**config.mk**
```make
export PLATFORM = sky130hd
export DESIGN_NAME = serial_adder_v
export DESIGN_NICKNAME = d
export VERILOG_FILES = /design/src/rtl/serial_adder_pkg.sv /design/src/rtl/serial_adder_slice.sv /design/src/rtl/serial_adder_v.sv
export SDC_FILE = /design/constraint.sdc
export NUM_CORES = 1
export LEC_CHECK = 0
export CORE_MARGIN = 5
export CORE_UTILIZATION = 35
export CTS_CLUSTER_SIZE = 16
export DETAILED_ROUTE_END_ITERATION = 8
export PLACE_DENSITY = 0.56
export RECOVER_POWER = 100
export SYNTH_ARGS = -nofsm -noshare
export SYNTH_HDL_FRONTEND = slang
export SYNTH_SLANG_ARGS = --single-unit
```
**constraint.sdc**
```tcl
create_clock -name i_clk -period 1.76 [get_ports i_clk]
set_clock_uncertainty 0.1 [all_clocks]
set_input_delay 0.352 -clock i_clk [delete_from_list [all_inputs] [get_ports i_clk]]
set_output_delay 0.352 -clock i_clk [all_outputs]
set_load 0.01 [all_outputs]
```
**src/rtl/serial_adder_pkg.sv**
```systemverilog
// Shared definitions for the serial adder: FSM state encoding and a
// ceiling-log2 helper used to size the slice counter.
package serial_adder_pkg;

  typedef enum logic [1:0] {
    S_IDLE = 2'd0,
    S_RUN  = 2'd1,
    S_DONE = 2'd2
  } state_t;

  // Returns ceil(log2(value)); 0 for value <= 1.
  function automatic int clog2(input int value);
    int result;
    int v;
    result = 0;
    v      = value - 1;
    while (v > 0) begin
      result++;
      v = v >> 1;
    end
    return result;
  endfunction

endpackage

```
**src/rtl/serial_adder_slice.sv**
```systemverilog
// adder_slice_v: combinational W-bit ripple adder for one slice of the
// serial adder; c_msb is the carry into the slice MSB, used for overflow.
module adder_slice_v #(
  parameter int W = 1
) (
  input  logic [W-1:0] a,
  input  logic [W-1:0] b,
  input  logic         ci,
  output logic [W-1:0] s,
  output logic         co,
  output logic         c_msb
);

  logic [W:0] c;

  always_comb begin
    c    = '0;
    s    = '0;
    c[0] = ci;
    for (int i = 0; i < W; i++) begin
      s[i]   = a[i] ^ b[i] ^ c[i];
      c[i+1] = (a[i] & b[i]) | (a[i] & c[i]) | (b[i] & c[i]);
    end
  end

  assign co    = c[W];
  assign c_msb = c[W-1];

endmodule

```
**src/rtl/serial_adder_v.sv**
```systemverilog
// serial_adder_v: multi-cycle WIDTH-bit adder producing BITS_PER_CYCLE bits
// per clock. Define SERIAL_ADDER_SUBTRACT_EN to add the i_sub (A-B) port.
module serial_adder_v
  import serial_adder_pkg::*;
#(
  parameter int WIDTH          = 8,
  parameter int BITS_PER_CYCLE = 1
) (
  input  logic             i_clk,
  input  logic             i_rst,
  input  logic             i_start,
  input  logic [WIDTH-1:0] i_a,
  input  logic [WIDTH-1:0] i_b,
  input  logic             i_carry,
`ifdef SERIAL_ADDER_SUBTRACT_EN
  input  logic             i_sub,
`endif
  output logic             o_busy,
  output logic             o_done,
  output logic [WIDTH-1:0] o_s,
  output logic             o_carry,
  output logic             o_ovf
);

  localparam int N    = WIDTH / BITS_PER_CYCLE;
  localparam int CW   = (clog2(N) < 1) ? 1 : clog2(N);
  localparam logic [CW-1:0] LAST = CW'(N - 1);

  if (WIDTH < 1 || BITS_PER_CYCLE < 1 || (WIDTH % BITS_PER_CYCLE) != 0) begin : g_bad_cfg
    $error("serial_adder_v: BITS_PER_CYCLE must divide WIDTH exactly");
  end

  state_t                    state_q;
  logic [CW-1:0]             cnt_q;
  logic [WIDTH-1:0]          a_q, b_q, res_q, s_q;
  logic                      carry_q, co_q, ovf_q, done_q, busy_q;
  logic [WIDTH-1:0]          b_cap, res_d;
  logic                      c_cap;
  logic [BITS_PER_CYCLE-1:0] slice_s;
  logic                      slice_co, slice_cmsb;
  logic [WIDTH+BITS_PER_CYCLE-1:0] res_cat;

  // Subtraction is A + ~B + 1, so B is inverted and the carry forced at capture.
  always_comb begin
    b_cap = i_b;
    c_cap = i_carry;
`ifdef SERIAL_ADDER_SUBTRACT_EN
    if (i_sub) begin
      b_cap = ~i_b;
      c_cap = 1'b1;
    end
`endif
  end

  adder_slice_v #(.W(BITS_PER_CYCLE)) u_slice (
    .a     (a_q[BITS_PER_CYCLE-1:0]),
    .b     (b_q[BITS_PER_CYCLE-1:0]),
    .ci    (carry_q),
    .s     (slice_s),
    .co    (slice_co),
    .c_msb (slice_cmsb)
  );

  // New sum bits enter at the MSB end, so after N slices the word is aligned.
  assign res_cat = {slice_s, res_q};
  assign res_d   = res_cat[WIDTH+BITS_PER_CYCLE-1:BITS_PER_CYCLE];

  always_ff @(posedge i_clk) begin
    if (i_rst) begin
      state_q <= S_IDLE;
      cnt_q   <= '0;
      a_q     <= '0;
      b_q     <= '0;
      res_q   <= '0;
      carry_q <= 1'b0;
      s_q     <= '0;
      co_q    <= 1'b0;
      ovf_q   <= 1'b0;
      done_q  <= 1'b0;
      busy_q  <= 1'b0;
    end else begin
      done_q <= 1'b0;
      case (state_q)
        S_IDLE, S_DONE: begin
          if (i_start) begin
            a_q     <= i_a;
            b_q     <= b_cap;
            carry_q <= c_cap;
            cnt_q   <= '0;
            busy_q  <= 1'b1;
            state_q <= S_RUN;
          end else begin
            state_q <= S_IDLE;
          end
        end
        S_RUN: begin
          a_q     <= a_q >> BITS_PER_CYCLE;
          b_q     <= b_q >> BITS_PER_CYCLE;
          carry_q <= slice_co;
          res_q   <= res_d;
          cnt_q   <= cnt_q + CW'(1);
          // On the last slice the slice MSB is the word MSB, giving signed overflow.
          if (cnt_q == LAST) begin
            state_q <= S_DONE;
            busy_q  <= 1'b0;
            done_q  <= 1'b1;
            s_q     <= res_d;
            co_q    <= slice_co;
            ovf_q   <= slice_cmsb ^ slice_co;
          end
        end
        default: state_q <= S_IDLE;
      endcase
    end
  end

  assign o_busy  = busy_q;
  assign o_done  = done_q;
  assign o_s     = s_q;
  assign o_carry = co_q;
  assign o_ovf   = ovf_q;

endmodule

```
### Word level (Yosys, flattened, before mapping)

Index checks and enable logic that the tools add are counted.

* input port bits: 20
* output and inout port bits: 12
* register bits: 42

* bitwise logic cells: 9
* reductions and logical operators: 7
* eq/ne operators: 5
* mux-type cells: 15
* add/subtract/negate cells: 1

Operator list (number)
* $pmux 8 s2: 2
* $mux 8: 2
* $pmux 3 s2: 1
* $mux 1: 5
* $ne 2x2->1 const B: 2
* $pmux 1 s2: 2
* $pmux 2 s2: 1
* $reduce_and 2->1: 2
* $reduce_or 2->1: 2
* $add 3x1->3 const B: 1
* $and 1x1->1: 3
* $eq 3x3->1 const B: 1
* $mux 3: 1
* $reduce_and 3->1: 1
* $xor 1x1->1: 3
* $eq 2x1->1 const B: 1
* $eq 2x2->1 const B: 1
* $logic_not 2->1: 1
* $mux 2: 1
* $or 1x1->1: 2
* $reduce_bool 2->1: 1
* $not 1->1: 1

### Depth between registers and ports, before layout

Gate-level depths: netlist (run 1).

* depth after elaboration: 4
* depth in mapped cells: 6
* depth with buffers taken out: 5

### By module

Synthesis (run 1) repeated with hierarchy kept, for this count alone.

* cells, all modules: 185
* area, all modules: 1790.5 um2

By module, submodules not included
* serial_adder_v: instances 1, area each 1762.9 um2, seq. area each 820.8 um2, cells an instance 183
* adder_slice_v: instances 1, area each 27.5 um2, seq. area each 0.0 um2, cells an instance 2

### Worst setup path before layout (run 1)

Ideal clock, no wire load.

* path type: register to register
* from: register cnt_q[0]
* to: register ovf_q, in the netlist o_ovf
* cell stages (with the launch flop): 6
* data required time: 1.574 ns
* slack: 0.410 ns
* arrival time: 1.165 ns
* buffers on the path: 1
* cell sequence: dfxtp_1 > ha_1 > ha_1 > and3b_1 > buf_4 > a211oi_1

* word-level cells in the longest chain between the ends: 2

Ends and longest elaborated chain
* from (decl): RTL line serial_adder_v.sv:34 `logic [CW-1:0] cnt_q;`
* from (signal assigned): RTL line serial_adder_v.sv:101 `cnt_q <= cnt_q + CW'(1);`
* $eq 3x3->1: RTL line serial_adder_v.sv:103 `if (cnt_q == LAST) begin`
* $reduce_and 2->1 (no source line)
* to (signal assigned): RTL line serial_adder_v.sv:109 `ovf_q <= slice_cmsb ^ slice_co;`
* to (decl): RTL line serial_adder_v.sv:36 `logic carry_q, co_q, ovf_q, done_q, busy_q;`

Every way passes these cells.
A chain may end at the register's enable or synchronous reset.

### Final worst setup path (run 1)

* from: register co_q, in the netlist o_carry
* to: output port o_carry

RTL lines
* from (decl): RTL line serial_adder_v.sv:36
* from (signal assigned): RTL line serial_adder_v.sv:108 `co_q <= slice_co;`
* to (decl): RTL line serial_adder_v.sv:21 `output logic o_carry,`

No word-level cell between the ends.

==> results.py, run 1 <==
metrics = {
    "status": {
        "status": "finished clean",
    },
    "cts": {
        "clockRootBuffer": "clkbuf_8",
        "cts_tree": "built",
        "ctsLongestPathBuffers": 2,
        "h-tree-depth": 2,
        "clock_sinks": 41,
        "numCtsBuffers": 5,
        "clk_latency_ns": 0.28,
        "clkTransAtPathRegs_ns": 0.08,
        "postCtsSetupRepairBufs": 0,
    },
    "layout": {
        "num-fill-cells": 486,
        "area.sequential_um2": 820.8,
        "multi_input_area_um2": 755.7,
        "drive_gt1_frac": 0.1698,
        "final_net_count": 235,
        "design_area_um2": 2151,
        "diodes": 0,
        "syn2layout_area_growth_pct": 23.31,
    },
    "setup_path": {
        "cp-end-kind": "output pin",
        "cp_num_buf_inv": 1,
        "cp.required_ns": 1.31,
        "critPathArrivalTime_ns": 1.22,
        "crit_path_max_fanout": 2,
        "cpMaxStageDelayCell": "dlygate4sd3_1",
        "max_stage_delay_ns": 0.61,
        "critical-path-top-delay-family": "buffers and inverters",
        "start_kind": "register",
        "path_cells": "dlygate4sd3_1",
        "crit_type": "reg -> out",
    },
    "detailed_routing": {
        "postRouteAntennaNets": 0,
        "drc": 0,
        "vias": 1362,
        "totalWireLength_mm": 3.656,
        "firstDrtPassIters": 4,
        "vias_per_cell": 4.882,
        "wl_met2_mm": 1.749,
        "wl_per_cell_um": 13.10,
        "top_layer": "met4",
        "first_iter_violations": 86,
        "wl_met1_mm": 1.697,
        "dr_wl_met3_um": 155,
    },
    "die": {
        "die_w_um": 80.59,
        "initial_core_util": 0.3644,
        "rows": 25,
        "die_h_um": 80.59,
        "core_area_um2": 4786,
        "boundaryPins": 32,
        "die_area_um2": 6495,
    },
    "logic_synthesis": {
        "yosysTopAreaCellShare": 0.4706,
        "synth_ff_type": "dfxtp_1",
        "synth_area_leaders": "dfxtp_1 (47%), a22oi_2 (7.9%), nand2_1 (7.7%)",
        "ys_types": 25,
        "ys_async_sr_fraction": 0,
        "yosysTopAreaCell": "dfxtp_1",
        "yosysMostFrequentCell": "dfxtp_1",
        "ys_top_cells_by_count": "dfxtp_1 (41), nand2_1 (36), a21oi_1 (22)",
        "synth_area_um2": 1744,
        "ys_seq_area_frac": 0.4706,
        "synth_fp_nets": 207,
        "yosys_warnings": 0,
        "ys_seq_elements": 41,
        "synth_cells": 184,
        "synth-edff-count": 0,
        "syn_avg_cell_area_um2": 9.479,
    },
    "global_route": {
        "track_usage": 0.1234,
        "grt_first_pass_wirelength_mm": 6.141,
        "grt_pass1_vias": 1355,
        "antenna_found_initial": 0,
        "grt_max_degree": 42,
        "grt-ovfl-total": 0,
    },
    "power": {
        "p_leak_nw": 0.7262,
        "irDropWorstVdd_uv": 425.8,
        "power_density_nw_per_um2": 857.7,
    },
    "timing": {
        "min_period_over_period": 0.9485,
        "setup_violations": 0,
        "hold_viol": 0,
        "grt_setup_unrepaired": "no",
        "worstMarginPinSlew_ns": 0.5877,
        "drv_slew": 0,
        "tns_ns": 0,
        "max_freq_mhz": 599.1,
        "slew_headroom": 0.6082,
        "period_needed_ns": 1.669,
    },
    "hold_path": {
        "min_path_type": "reg -> reg",
    },
    "place": {
        "placed_cell_area_um2": 2092,
        "globalplace.congestion": 0.7632,
        "hpwl_mm": 2.471,
        "port_buffers": 31,
    },
    "flow_run": {
        "cap_violations": 0,
    },
}
where the power goes:
part           switching (mW)  internal, mW  total [mW]
clock network           0.304         0.310       0.614
logic                   0.123         0.120       0.242
registers              0.0250         0.963       0.988
total                   0.452          1.39        1.84
cells in the final DEF, fill, tap and decap left out:
cell             instances
a211oi_1                 1
a21oi_1                 26
a21oi_2                 10
a22oi_1                  6
a22oi_2                  9
and2b_1                  1
and3b_2                  1
buf_12                   4
buf_2                    1
clkbuf_2                 3
clkbuf_8                 6
clkdlybuf4s50_1         25
clkinvlp_4               1
dfxtp_1                 41
dlygate4sd3_1            5
fa_1                     1
ha_1                     2
nand2_1                 36
nand2b_1                 3
nand3_1                 20
nand3b_1                 1
nor2_1                   5
nor2b_2                  1
o21a_1                   1
o21ai_0                  1
xnor2_1                  1
layout make-up:
type	instances	area share
sequential	41	0.3816
clock inverter	1	0.003490
tap	67	0.03898
timing repair buffer	38	0.1862
multi-input combinational	126	0.3514
clock buffer	6	0.03839
state kept, by name, indices dropped and copies added, names as in the netlist:
signal	count
carry_q	1
b_q	8
o_ovf	1
state_q	2
o_s	8
a_q	8
o_busy	1
o_done	1
o_carry	1
res_q	7
cnt_q	3
through the flow:
step	utilization	hold WS (ns)	cells	setup WS, ns	power [mW]
4_1_cts	0.4559	0.3552	279	0.1190	1.882
3_5_place_dp	0.4371	0.3443	272	0.1627	1.266
6_report	0.4494	0.3497	279	0.09072	1.845
3_3_place_gp	0.4371	0.3412	272	0.1635	1.256
2_1_floorplan	-	0.3321	184	0.4099	1.185
5_1_grt	0.4494	0.3759	279	0.04325	1.942
layer usage:
metal / GRT usage / vias to the layer above
met1: 0.1480 / 648
met4: 0.05574 / 0
met5: 0 / -
li1: - / 687
met3: 0.03924 / 4
met2: 0.2003 / 23
cell families (layout without fill, tap and decap cells):
kind of cell / count (synthesis) / count (layout) / share of synthesized area
AO/OA/AOI/OAI: 54 / 54 / 0.2410
XOR/XNOR: 1 / 1 / 0.005022
adder cells (fa/ha/maj): 3 / 3 / 0.02582
buffers and inverters: 17 / 45 / 0.08250
flip-flops: 41 / 41 / 0.4706
AND/OR/NAND/NOR: 68 / 68 / 0.1750
path summary, 6_finish.rpt:
check | slack, ns | end | startpoint | cells past startpoint
hold reg to reg | 0.35 | o_s[0] | res_q[1] | 2
setup / recovery | 0.09 | o_carry | o_carry | 1
setup reg to reg | 0.25 | carry_q | state_q[0] | 4
hold / removal | 0.35 | o_s[0] | res_q[1] | 2
timing repair:
item                                    in CTS  in global routing
resized for setup                            0                  1
hold buffers                                 0                  0
hold endpoints to repair                     0                  0
endpoints found under the setup margin       0                  1
(Power assumes the default switching activity.)
==> run 2, diff against run 1 <==
--- a/config.mk
+++ b/config.mk
@@ -5,11 +5,12 @@
 export SDC_FILE = /design/constraint.sdc
 export NUM_CORES = 1
 export LEC_CHECK = 0
+export CAP_MARGIN = 20
 export CORE_MARGIN = 5
-export CORE_UTILIZATION = 35
+export CORE_UTILIZATION = 50
 export CTS_CLUSTER_SIZE = 16
 export DETAILED_ROUTE_END_ITERATION = 8
-export PLACE_DENSITY = 0.56
+export PLACE_DENSITY = 0.76
 export RECOVER_POWER = 100
 export SYNTH_ARGS = -nofsm -noshare
 export SYNTH_HDL_FRONTEND = slang
==> run 2 against run 1 <==
Against the previous run:
- sequential power hardly changed
- sequential share of layout area is 0.65 points higher
- power shrank 2.5%
- wire length down 7.8%
- fmax shrank 0.99%
- largest power group unchanged
==> results.py, run 2 (same netlist as run 1, synthesis figures left out) <==
metrics = {
    "status": {
        "status": "finished clean",
    },
    "global_route": {
        "grt_util_met2": 0.2415,
        "grt_first_pass_wirelength_mm": 5.878,
        "antenna_found_initial": 0,
        "grt_pass1_vias": 1364,
        "grt_max_degree": 42,
        "use_met1": 0.1824,
        "track_usage": 0.1505,
        "grtUsageMet3": 0.04360,
        "top_usage_layer": "met2",
        "grt-ovfl-total": 0,
    },
    "power": {
        "p_leak_nw": 0.7029,
        "power_density_nw_per_um2": 850.2,
        "finalPower_mw": 1.798,
        "irDropWorstVdd_uv": 429.6,
    },
    "layout": {
        "area.sequential_um2": 820.8,
        "num-fill-cells": 322,
        "drive_gt1_frac": 0.1745,
        "post-route-util": 0.6287,
        "multi_input_area_um2": 768.2,
        "syn2layout_area_growth_pct": 21.23,
        "layout_common_cells": "dfxtp_1 (41), nand2_1 (36), clkdlybuf4s50_1 (30)",
        "final_net_count": 235,
        "diodes": 0,
        "design_area_um2": 2115,
        "layout_commonest_cell": "dfxtp_1",
    },
    "detailed_routing": {
        "vias": 1352,
        "first_iter_violations": 95,
        "totalWireLength_mm": 3.370,
        "drc": 0,
        "postRouteAntennaNets": 0,
        "wl_per_cell_um": 13.06,
        "firstDrtPassIters": 4,
        "vias_per_cell": 5.240,
    },
    "flow_run": {
        "cap_violations": 0,
    },
    "cts": {
        "h-tree-depth": 2,
        "ctsLongestPathBuffers": 2,
        "clk_latency_ns": 0.34,
        "cts_tree": "built",
        "clkTransAtPathRegs_ns": 0.11,
        "numCtsBuffers": 5,
        "clockRootBuffer": "clkbuf_4",
        "clock_sinks": 41,
    },
    "setup_path": {
        "start_kind": "register",
        "cpMaxStageDelayCell": "clkdlybuf4s50_1",
        "crit_path_max_fanout": 2,
        "critical-path-top-delay-family": "buffers and inverters",
        "cp.required_ns": 1.31,
        "cp-end-kind": "output pin",
        "max_stage_delay_ns": 0.54,
        "cp_num_buf_inv": 1,
        "critPathArrivalTime_ns": 1.23,
        "path_cells": "clkdlybuf4s50_1",
        "crit_type": "reg -> out",
    },
    "timing": {
        "min_period_over_period": 0.9579,
        "setup_violations": 0,
        "drv_slew": 0,
        "tns_ns": 0,
        "hold_viol": 0,
        "max_freq_mhz": 593.1,
        "slew_headroom": 0.6297,
        "grt_setup_unrepaired": "no",
        "worstMarginPinSlew_ns": 0.5555,
        "hold-worst-slack_ns": 0.3630,
        "period_needed_ns": 1.686,
    },
    "die": {
        "die_h_um": 69.06,
        "rows": 21,
        "core_area_um2": 3363,
        "initial_core_util": 0.5186,
        "die_area_um2": 4769,
        "boundaryPins": 32,
        "die_w_um": 69.06,
    },
    "place": {
        "globalplace.congestion": 0.8214,
        "hpwl_mm": 2.264,
        "port_buffers": 31,
        "placed_cell_area_um2": 2051,
    },
    "hold_path": {
        "min_path_type": "reg -> reg",
    },
}
==> run 2: cell type report <==
cell class	instances	area share
multi-input cells	126	0.3633
clock inverters	2	0.01657
clock buffers	5	0.01775
well taps	46	0.02722
flip-flops and latches	41	0.3882
repair buffers	38	0.1870
==> run 2: where the power goes <==
part	leakage (nW)	total [mW]	switching [mW]	internal (mW)
clock network	0.0410	0.572	0.283	0.289
logic	0.328	0.236	0.119	0.117
registers	0.334	0.990	0.0261	0.963
total	0.703	1.80	0.428	1.37
==> run 2: repair_timing <==
action | 4_1_cts | 5_1_grt
hold buffers | 0 | 0
buffers inserted | 0 | 1
endpoints found under the setup margin | 0 | 2
gates resized for setup | 0 | 1
==> run 2: path summary, 6_finish.rpt <==
check,start,end,depth (start not counted),slack [ns]
setup / recovery,o_busy,o_busy,1,0.07
hold / removal,o_s[2],o_s[2],2,0.36
setup reg to reg,cnt_q[0],o_ovf,5,0.16
hold reg to reg,o_s[2],o_s[2],2,0.36
==> run 2: through the flow <==
stage | instances | worst slack (ns)
after floorplan | 184 | 0.4099
after global placement | 250 | 0.1289
after detailed placement | 250 | 0.1140
after CTS | 257 | 0.04227
after global routing | 258 | 0.007432
final | 258 | 0.07404
==> run 2: metal layers <==
| metal | wire, um | vias up |
|---|---|---|
| met5 | 0 | - |
| met4 | 73 | 0 |
| met3 | 164 | 8 |
| met2 | 1581 | 30 |
| met1 | 1551 | 626 |
| li1 | - | 688 |
